`config.mk`:
```
export PLATFORM = sky130hd
export DESIGN_NAME = hazard_fwd_ctrl
export DESIGN_NICKNAME = d
export VERILOG_FILES = /design/src/rtl/hazard_fwd_ctrl_pkg.sv /design/src/rtl/fwd_sel_logic.sv /design/src/rtl/hazard_fwd_ctrl.sv
export SDC_FILE = /design/constraint.sdc
export NUM_CORES = 1
export LEC_CHECK = 0
export BUFFER_PORTS_ARGS = -buffer_cell sky130_fd_sc_hd__buf_2
export CORE_AREA = 2 2 80 82
export CTS_BUF_LIST = sky130_fd_sc_hd__clkbuf_2 sky130_fd_sc_hd__clkbuf_4 sky130_fd_sc_hd__clkbuf_8
export DETAILED_ROUTE_END_ITERATION = 8
export DIE_AREA = 0 0 82 84
export SYNTH_ARGS = -nofsm -noshare
export SYNTH_HDL_FRONTEND = slang
export SYNTH_SLANG_ARGS = --single-unit
```
`constraint.sdc`:
```
create_clock -name clk -period 5.4 [get_ports clk]
set_input_delay 0.54 -clock clk [delete_from_list [all_inputs] [get_ports clk]]
set_output_delay 0.54 -clock clk [all_outputs]
set_load 0.05 [all_outputs]
```
`src/rtl/hazard_fwd_ctrl_pkg.sv`:
```
// Shared types and constants for the pipeline hazard/forwarding controller.
// Slot fields are sized by SLOT_AW, which must equal the top-level REG_AW.
package hazard_pkg;

    localparam int SLOT_AW = 5;

    localparam logic [1:0] FWD_RF    = 2'b00;
    localparam logic [1:0] FWD_EXMEM = 2'b01;
    localparam logic [1:0] FWD_MEMWB = 2'b10;

    typedef struct packed {
        logic [SLOT_AW-1:0] rd;
        logic               wr;
        logic               ld;
    } slot_t;

    localparam slot_t SLOT_INVALID = '{rd: {SLOT_AW{1'b0}}, wr: 1'b0, ld: 1'b0};

    typedef enum logic [1:0] {
        MODE_NORMAL  = 2'd0,
        MODE_LOADUSE = 2'd1,
        MODE_FLUSH   = 2'd2,
        MODE_FROZEN  = 2'd3
    } mode_e;

    // r0 is hardwired to zero, so it never produces a hazard.
    function automatic logic slot_match(input slot_t s, input logic [SLOT_AW-1:0] src,
                                        input logic use_src);
        return use_src && s.wr && (s.rd == src) && (src != {SLOT_AW{1'b0}});
    endfunction

endpackage

```
`src/rtl/fwd_sel_logic.sv`:
```
// Forward-select decision for one source operand against the ex and mem slots.
// The wb slot is absent on purpose: the register file writes before it is read.
module fwd_sel_logic
    import hazard_pkg::*;
(
    input  logic [SLOT_AW-1:0] src,
    input  logic               use_src,
    input  slot_t              ex_slot,
    input  slot_t              mem_slot,
    output logic [1:0]         sel,
    output logic               ld_hit
);

    logic ex_hit_s;
    logic mem_hit_s;

    // Newest producer wins; a load in ex cannot forward and flags a load-use hit instead.
    always_comb begin
        ex_hit_s  = slot_match(ex_slot, src, use_src);
        mem_hit_s = slot_match(mem_slot, src, use_src);
        ld_hit    = ex_hit_s && ex_slot.ld;
        if (ex_hit_s && !ex_slot.ld) begin
            sel = FWD_EXMEM;
        end else if (mem_hit_s) begin
            sel = FWD_MEMWB;
        end else begin
            sel = FWD_RF;
        end
    end

endmodule

```
`src/rtl/hazard_fwd_ctrl.sv`:
```
// Pipeline hazard and forwarding controller: shadow slots for EX/MEM/WB, registered
// operand-mux selects, combinational hold/bubble controls and a load-use stall counter.
module hazard_fwd_ctrl
    import hazard_pkg::*;
#(
    parameter int REG_AW = 5,
    parameter int CNT_W  = 16
) (
    input  logic              clk,
    input  logic              rst,
    input  logic [REG_AW-1:0] id_rs,
    input  logic [REG_AW-1:0] id_rt,
    input  logic              id_use_rs,
    input  logic              id_use_rt,
    input  logic [REG_AW-1:0] id_rd,
    input  logic              id_regwrite,
    input  logic              id_memread,
    input  logic              mem_busy,
    input  logic              br_flush,
    output logic              fwd_a_sel1,
    output logic              fwd_a_sel2,
    output logic              fwd_b_sel1,
    output logic              fwd_b_sel2,
    output logic              pc_hold,
    output logic              ifid_hold,
    output logic              idex_bubble,
    output logic [CNT_W-1:0]  stall_count
);

    slot_t             ex_r;
    slot_t             mem_r;
    slot_t             wb_r;
    logic [1:0]        a_sel_r;
    logic [1:0]        b_sel_r;
    logic [CNT_W-1:0]  cnt_r;

    logic [1:0]        a_sel_s;
    logic [1:0]        b_sel_s;
    logic              a_ld_hit_s;
    logic              b_ld_hit_s;
    mode_e             mode_s;

    fwd_sel_logic u_fwd_a (
        .src      (id_rs),
        .use_src  (id_use_rs),
        .ex_slot  (ex_r),
        .mem_slot (mem_r),
        .sel      (a_sel_s),
        .ld_hit   (a_ld_hit_s)
    );

    fwd_sel_logic u_fwd_b (
        .src      (id_rt),
        .use_src  (id_use_rt),
        .ex_slot  (ex_r),
        .mem_slot (mem_r),
        .sel      (b_sel_s),
        .ld_hit   (b_ld_hit_s)
    );

    // Per-cycle priority decision: freeze, then flush, then load-use, then normal flow.
    always_comb begin
        if (mem_busy) begin
            mode_s = MODE_FROZEN;
        end else if (br_flush) begin
            mode_s = MODE_FLUSH;
        end else if (a_ld_hit_s || b_ld_hit_s) begin
            mode_s = MODE_LOADUSE;
        end else begin
            mode_s = MODE_NORMAL;
        end
    end

    // Hold/bubble controls are same-cycle; forced low while reset is asserted.
    always_comb begin
        pc_hold     = 1'b0;
        ifid_hold   = 1'b0;
        idex_bubble = 1'b0;
        if (rst) begin
            pc_hold     = 1'b0;
            ifid_hold   = 1'b0;
            idex_bubble = 1'b0;
        end else begin
            case (mode_s)
                MODE_FROZEN: begin
                    pc_hold   = 1'b1;
                    ifid_hold = 1'b1;
                end
                MODE_FLUSH: begin
                    idex_bubble = 1'b1;
                end
                MODE_LOADUSE: begin
                    pc_hold     = 1'b1;
                    ifid_hold   = 1'b1;
                    idex_bubble = 1'b1;
                end
                default: begin
                    pc_hold     = 1'b0;
                    ifid_hold   = 1'b0;
                    idex_bubble = 1'b0;
                end
            endcase
        end
    end

    // Slot shift, registered selects and saturating stall counter.
    always_ff @(posedge clk or posedge rst) begin
        if (rst) begin
            ex_r    <= SLOT_INVALID;
            mem_r   <= SLOT_INVALID;
            wb_r    <= SLOT_INVALID;
            a_sel_r <= FWD_RF;
            b_sel_r <= FWD_RF;
            cnt_r   <= {CNT_W{1'b0}};
        end else begin
            case (mode_s)
                MODE_FROZEN: begin
                    ex_r    <= ex_r;
                    mem_r   <= mem_r;
                    wb_r    <= wb_r;
                    a_sel_r <= a_sel_r;
                    b_sel_r <= b_sel_r;
                    cnt_r   <= cnt_r;
                end
                MODE_FLUSH: begin
                    ex_r    <= SLOT_INVALID;
                    mem_r   <= ex_r;
                    wb_r    <= mem_r;
                    a_sel_r <= FWD_RF;
                    b_sel_r <= FWD_RF;
                end
                MODE_LOADUSE: begin
                    ex_r    <= SLOT_INVALID;
                    mem_r   <= ex_r;
                    wb_r    <= mem_r;
                    a_sel_r <= FWD_RF;
                    b_sel_r <= FWD_RF;
                    if (cnt_r != {CNT_W{1'b1}}) begin
                        cnt_r <= cnt_r + {{(CNT_W-1){1'b0}}, 1'b1};
                    end
                end
                default: begin
                    ex_r    <= '{rd: id_rd, wr: id_regwrite, ld: id_memread};
                    mem_r   <= ex_r;
                    wb_r    <= mem_r;
                    a_sel_r <= a_sel_s;
                    b_sel_r <= b_sel_s;
                end
            endcase
        end
    end

    assign fwd_a_sel1  = a_sel_r[1];
    assign fwd_a_sel2  = a_sel_r[0];
    assign fwd_b_sel1  = b_sel_r[1];
    assign fwd_b_sel2  = b_sel_r[0];
    assign stall_count = cnt_r;

endmodule
```
==> reports/results.ini, run 1 <==
[synthesis]
netlist_top_cells_area=dfrtp_1 (47%), xnor2_1 (10%), xor2_1 (5.5%)
synthMuxAreaShare=0.0595
synth_nets=185
postSynthAreaPerCell_um2=11.0
synthDistinctLibCells=38
syn_area_um2=1750
netlist_instances=159
synth_top_cell_area_share=0.473
synth_fa_ha_area_frac=0.0215
synth-compound-area-share=0.0896
synth_top_family_by_area=simple AND/OR/NAND/NOR gates
yosys.area_share.simple=0.178
yosys_warnings=0
synth-xor-area-share=0.156
yosysSeqAreaShare=0.473
yosysTopAreaCell=dfrtp_1
ys_ff_latch=33

[cells_and_area]
nFillCells=661
antenna_cells=0
fin_nets=233
layout-drive-gt1-share=0.317
area_growth_pct=22.0

[power_and_ir_drop]
p_leak_uw=0.00102
pwr_density_cell_nw_per_um2=325
power_uw=692
peakVddDrop_mv=0.236

[routing]
wl_per_cell_um=13.9
drt_iter0_markers=85
via_count=1372
final_antenna_net_count=0
wl_mm=3.97
drt-pass1-iter-count=5
viasPerCell=4.81
drc=0

[floorplanning]
start_util=0.286
dieArea_um2=6890
die-width_um=82
core_um2=6100
ioPinCount=46
die_h_um=84
rows=29

[clock_network]
h-tree-depth=2
cts_tree=built
ctsResizeCount=0
clock_path_buffers=2
cts_made_buffers=5
clockRootBuffer=clkbuf_8
postCtsSetupBuffers=0
ctsHoldBuffers=0
clkLatencyLatePin_ns=0.28
path_clk_slew_ns=0.07
cts_sinks=33

[place]
place_congestion=0.800
dp_hpwl_mm=2.99
portBuffers=45

[timing]
grt_setup_unrepaired=false
relSlewSlack=0.544
finalCritPeriodShare=0.595
drv_slew=0
worst_clock_skew_ns=0.00676
hold_ws_ns=0.350
finalSetupViolCount=0
finalHoldViolations=0
finalSetupTns_ns=0
worst_pin_slew_ns=0.684
max_freq_ghz=0.311
period_minus_slack_ns=3.22

[grt]
grt_overflow=0
antenna_found_initial=0
track_usage=0.127
first_global_vias=1352
grt_pass1_wl_mm=6.75
grt_max_degree=35

[hold_path]
hp-class=input port to async pin

[job]
maxCapViolCount=0

[worst_setup_path]
r2r_slack_ns=2.47
r2r_cells=11
cp.required_ns=5.62
start_kind=input port
crit_fanout=20
end_kind=flip-flop
arrival_ns=3.44
path_class=input port to flip-flop

[outcome]
status=finished, final reports clean

-- flip-flops by register name (all words and copies together) (netlist names) --
name         cells
stall_count     16
b_sel_r          2
a_sel_r          2
ex_r             7
mem_r            6
-- layout by cell type, fill, tap and decap left out, types with 3 or more instances in the layout --
cell	instances
xor2_1	11
nand2_1	11
clkbuf_8	5
xnor2_1	20
dfrtp_1	33
mux2_2	7
ha_1	3
nand3_1	9
nor2_1	7
a21oi_1	3
o21ai_1	3
buf_2	45
a22o_1	6
nand4_1	9
and3_1	5
-- routing by layer --
metal | wire length [um] | track usage | vias to the layer above
met3 | 160 | 0.0325 | 4
met1 | 1960 | 0.185 | 675
met2 | 1790 | 0.181 | 21
met5 | 0 | 0 | -
met4 | 59 | 0.0455 | 0
li1 | - | - | 672
-- logic make-up (layout without fill, tap and decap cells) --
| logic type | Yosys count | after routing |
|---|---|---|
| AND/OR/NAND/NOR | 56 | 56 |
| flip-flops | 33 | 33 |
| adder cells (fa/ha/maj) | 3 | 3 |
| AO/OA/AOI/OAI | 20 | 20 |
| buffers and inverters | 7 | 56 |
| XOR/XNOR | 31 | 31 |
| multiplexers | 9 | 9 |
-- worst paths after layout --
check / start / to
setup / recovery: id_rs[0] / b_sel_r[1]$_DFFE_PP0P_
min in group clk: id_rd[0] / ex_r[2]$_DFFE_PP0P_
setup reg to reg: ex_r[4]$_DFFE_PP0P_ / b_sel_r[1]$_DFFE_PP0P_
hold reg to reg: stall_count[7]$_DFFE_PP0P_ / stall_count[7]$_DFFE_PP0P_
max in group asynchronous: rst / stall_count[11]$_DFFE_PP0P_
hold / removal: rst / mem_r[2]$_DFFE_PP0P_
-- metrics by stage --
step | setup WS, ns | std cells | utilization | instance area, um^2
2_1_floorplan | 2.15 | 159 | - | 1750
3_3_place_gp | 1.99 | 277 | 0.335 | 2040
3_5_place_dp | 1.90 | 277 | 0.335 | 2040
4_1_cts | 2.19 | 285 | 0.349 | 2130
5_1_grt | 1.95 | 285 | 0.349 | 2130
6_report | 2.18 | 285 | 0.349 | 2130
-- power by group --
part | leakage, uW | internal (uW) | switching (uW) | total (uW)
clock network | 0.0000484 | 94.3 | 89.1 | 183
logic | 0.000527 | 66.8 | 126 | 193
registers | 0.000440 | 276 | 39.6 | 316
total | 0.00102 | 437 | 255 | 692
-- cells in the mapped netlist --
library cell   n
mux2i_1        1
nor4_1         2
o21a_1         2
or2_1          1
nand2_1       11
mux2_4         1
a21oi_1        3
xnor2_1       20
or3_1          1
mux2_2         7
o21ai_1        3
buf_6          1
or2_2          1
nand4b_1       2
buf_4          1
nand2b_1       2
o21ai_0        1
clkbuf_1       2
nor3_1         1
o2111ai_1      1
nand3_4        1
xor2_1        11
ha_1           3
or4_1          2
o2111a_1       1
nand3_1        9
and3_1         5
dfrtp_1       33
nor2_1         7
buf_2          1
nor2b_1        1
inv_1          2
o21ai_2        1
and2_1         1
a22o_1         6
nand4_1        9
a41oi_1        1
o41ai_2        1
-- worst max-delay path: stages --
cell and delay [ns]:
buf_2 0.12, or4_1 0.55, o21ai_2 0.16, nand4b_1 0.20
a21oi_1 0.10, or2_1 0.24, ha_1 0.45, nor2_1 0.57
nand4_1 0.15, nor3_1 0.16, o2111ai_1 0.12, nand2_1 0.08
-- layout make-up --
class	count	area [um^2]	share of cell area
clock buffer	6	76.3	0.0358
multi-input combinational	119	881	0.414
timing repair buffer	46	233	0.109
clock inverter	2	10.0	0.00470
tap	77	96.3	0.0452
sequential	33	826	0.388
inverter	2	7.51	0.00353
Note: power is estimated with default switching activity, not from simulation.
==> run 2, diff against run 1 <==
==> constraint.sdc (replaced) <==
create_clock -name clk -period 3.15 [get_ports clk]
set_input_delay 0.315 -clock clk [delete_from_list [all_inputs] [get_ports clk]]
set_output_delay 0.315 -clock clk [all_outputs]
set_load 0.05 [all_outputs]
==> run 2 against run 1 <==
  * Global-route usage about the same
  * Largest cell class unchanged
  * Sequential share of layout area down 0.36 points
  * Critical path type is now flip-flop to flip-flop
  * Wire length about the same
  * Via count up 0.51%
  * Highest routed layer unchanged
  * Register-to-register slack worse by 2.1 ns
==> reports/results.ini, run 2 (same netlist as run 1, synthesis figures left out) <==
[outcome]
status=finished, final reports clean  ; unchanged

[clock_network]
ctsResizeCount=0  ; unchanged
cts_made_buffers=5  ; unchanged
clkLatencyLatePin_ns=0.28  ; about the same
clock_path_buffers=2  ; unchanged
h-tree-depth=2  ; unchanged
cts_sinks=33  ; unchanged
path_clk_slew_ns=0.07  ; about the same
clockRootBuffer=clkbuf_8  ; unchanged
cts_tree=built  ; unchanged
ctsHoldBuffers=0  ; unchanged
postCtsSetupBuffers=0  ; unchanged

[timing]
timing.final.ws_setup_ns=0.347  ; was 2.18 ns
drv_slew=0  ; unchanged
grt_setup_unrepaired=false  ; unchanged
period_minus_slack_ns=2.80
max_freq_ghz=0.357
finalHoldViolations=0  ; unchanged
worst_clock_skew_ns=0.00971  ; was 0.00676 ns
worst_pin_slew_ns=0.474  ; was 0.684 ns
finalCritPeriodShare=0.890
relSlewSlack=0.683  ; was 0.544
finalSetupTns_ns=0  ; unchanged
finalSetupViolCount=0  ; unchanged
hold_ws_ns=0.165  ; was 0.350 ns

[routing]
drt_iter0_markers=61  ; was 85
wl_mm=3.97  ; about the same
final_antenna_net_count=0  ; unchanged
drc=0  ; unchanged
drt-pass1-iter-count=4  ; was 5
wl_per_cell_um=13.8  ; was 13.9 um
viasPerCell=4.80  ; was 4.81
via_count=1379  ; was 1372

[worst_setup_path]
start_kind=flip-flop  ; was input port
cp.required_ns=3.32  ; was 5.62 ns
critical_path.most_common_cell=nand3_1
r2r_start=ex_r[3]$_DFFE_PP0P_  ; was ex_r[4]$_DFFE_PP0P_
crit_chain=xor2_1 -> nor4_1 -> nand4b_1 -> a21oi_1 -> or2_1 -> ha_1 -> nand3_1 -> nor2_1 -> and3_1 -> nand3_1 -> xnor2_1  ; was buf_2 -> or4_1 -> o21ai_2 -> nand4b_1 -> a21oi_1 -> or2_1 -> ha_1 -> nor2_1 -> nand4_1 -> nor3_1 -> o2111ai_1 -> nand2_1
max_stage_delay_ns=0.43  ; was 0.57 ns
critical-path-slowest-cell=dfrtp_1  ; was nor2_1
crit_fanout=7  ; was 20
r2r_cells=11  ; unchanged
arrival_ns=2.98  ; was 3.44 ns
path_class=flip-flop to flip-flop  ; was input port to flip-flop
regToRegEndpoint=stall_count[13]$_DFFE_PP0P_  ; was b_sel_r[1]$_DFFE_PP0P_
end_kind=flip-flop  ; unchanged
r2r_slack_ns=0.35  ; was 2.47 ns

[cells_and_area]
antenna_cells=0  ; unchanged
layout-drive-gt1-share=0.324  ; was 0.317
final_cell_mix=buf_2 (45), dfrtp_1 (33), xnor2_1 (20)  ; unchanged
nFillCells=643  ; was 661
multiInputGateArea_um2=881  ; unchanged
area_growth_pct=23.2  ; was 22.0%
fin_nets=235  ; was 233
layout_commonest_cell=buf_2  ; unchanged
regArea_um2=826  ; unchanged
largest_reg_flops=16  ; unchanged
final_area_um2=2150  ; was 2130 um^2

[place]
place_congestion=0.754  ; was 0.800
dp_slack_ns=0.255  ; was 1.90 ns
dp_hpwl_mm=3.00  ; was 2.99 mm
placed_area_um2=2060  ; was 2040 um^2
portBuffers=45  ; unchanged

[floorplanning]
die_h_um=84  ; unchanged
die-width_um=82  ; unchanged
core_um2=6100  ; unchanged
ioPinCount=46  ; unchanged
start_util=0.286  ; unchanged
dieArea_um2=6890  ; unchanged
rows=29  ; unchanged

[power_and_ir_drop]
p_comb_frac=0.277  ; was 0.279
power_switching_uw=434  ; was 255 uW
p_leak_uw=0.00103  ; was 0.00102 uW
intPower_uw=774  ; was 437 uW
p_seq_frac=0.448  ; was 0.456
peakVddDrop_mv=0.407  ; was 0.236 mV
switching_share=0.359  ; was 0.368
pwr_density_cell_nw_per_um2=562  ; was 325 nW/um^2
clock_power_share=0.275  ; was 0.265

[grt]
grt_overflow=0  ; unchanged
first_global_vias=1345  ; was 1352
grt_max_degree=34  ; was 35
antenna_found_initial=0  ; unchanged
grt_pass1_wl_mm=6.80  ; was 6.75 mm
track_usage=0.127  ; about the same

[hold_path]
hp-class=input port to async pin  ; unchanged

[job]
maxCapViolCount=0  ; unchanged

==> run 2: cell count changes in the layout (fill, tap and decap cells not counted) <==
cell,delta
buf_4,+2
clkbuf_4,+2
clkinv_2,-2
==> run 2: final cells by class <==
| cell class | instances | share of cell area |
|---|---|---|
| multi-input cells | 119 | 0.410 |
| repair buffers | 48 | 0.115 |
| flip-flops and latches | 33 | 0.384 |
| well taps | 77 | 0.0448 |
| clock buffers | 8 | 0.0425 |
| inverters | 2 | 0.00349 |
==> run 2: worst max-delay path by stage <==
stage	from	endpoint	slack (ns)	cells after the start
floorplan	id_rs[0]	idex_bubble	0.35	7
global placement	id_rs[0]	b_sel_r[1]$_DFFE_PP0P_	0.34	12
detailed placement	id_rs[0]	b_sel_r[1]$_DFFE_PP0P_	0.25	12
CTS	ex_r[3]$_DFFE_PP0P_	stall_count[13]$_DFFE_PP0P_	0.36	11
global route	ex_r[3]$_DFFE_PP0P_	stall_count[13]$_DFFE_PP0P_	0.09	11
finish	ex_r[3]$_DFFE_PP0P_	stall_count[13]$_DFFE_PP0P_	0.35	11
==> run 2: power groups by stage <==
| stage | Clock (uW) | Combinational [uW] | Sequential (uW) |
|---|---|---|---|
| after global routing | 362 | 364 | 554 |
| after floorplan | 0 | 147 | 639 |
| after detailed placement | 0 | 336 | 548 |
| after global placement | 0 | 337 | 547 |
| after CTS | 342 | 337 | 541 |
| final | 332 | 334 | 541 |
==> run 2: routing by layer <==
| metal | vias up | share of wire | GRT usage |
|---|---|---|---|
| met1 | 675 | 0.49 | 0.187 |
| met2 | 24 | 0.45 | 0.185 |
| met5 | - | 0 | 0 |
| li1 | 675 | - | - |
| met4 | 0 | 0.018 | 0.0500 |
| met3 | 5 | 0.042 | 0.0216 |
==> run 2: metrics by stage <==
| step | total power, uW | utilization | std cells |
|---|---|---|---|
| after floorplan | 786 | - | 159 |
| after global placement | 883 | 0.338 | 279 |
| after detailed placement | 884 | 0.338 | 279 |
| after CTS | 1220 | 0.353 | 287 |
| after global routing | 1280 | 0.353 | 287 |
| final | 1210 | 0.353 | 287 |
==> run 2: critical path, delay by kind of cell, from the launching register on <==
family                   cells  cell delay [ns]
AO/OA/AOI/OAI                1             0.21
flip-flops                   1             0.43
adder cells (fa/ha/maj)      1             0.29
AND/OR/NAND/NOR              7             1.44
XOR/XNOR                     2             0.32
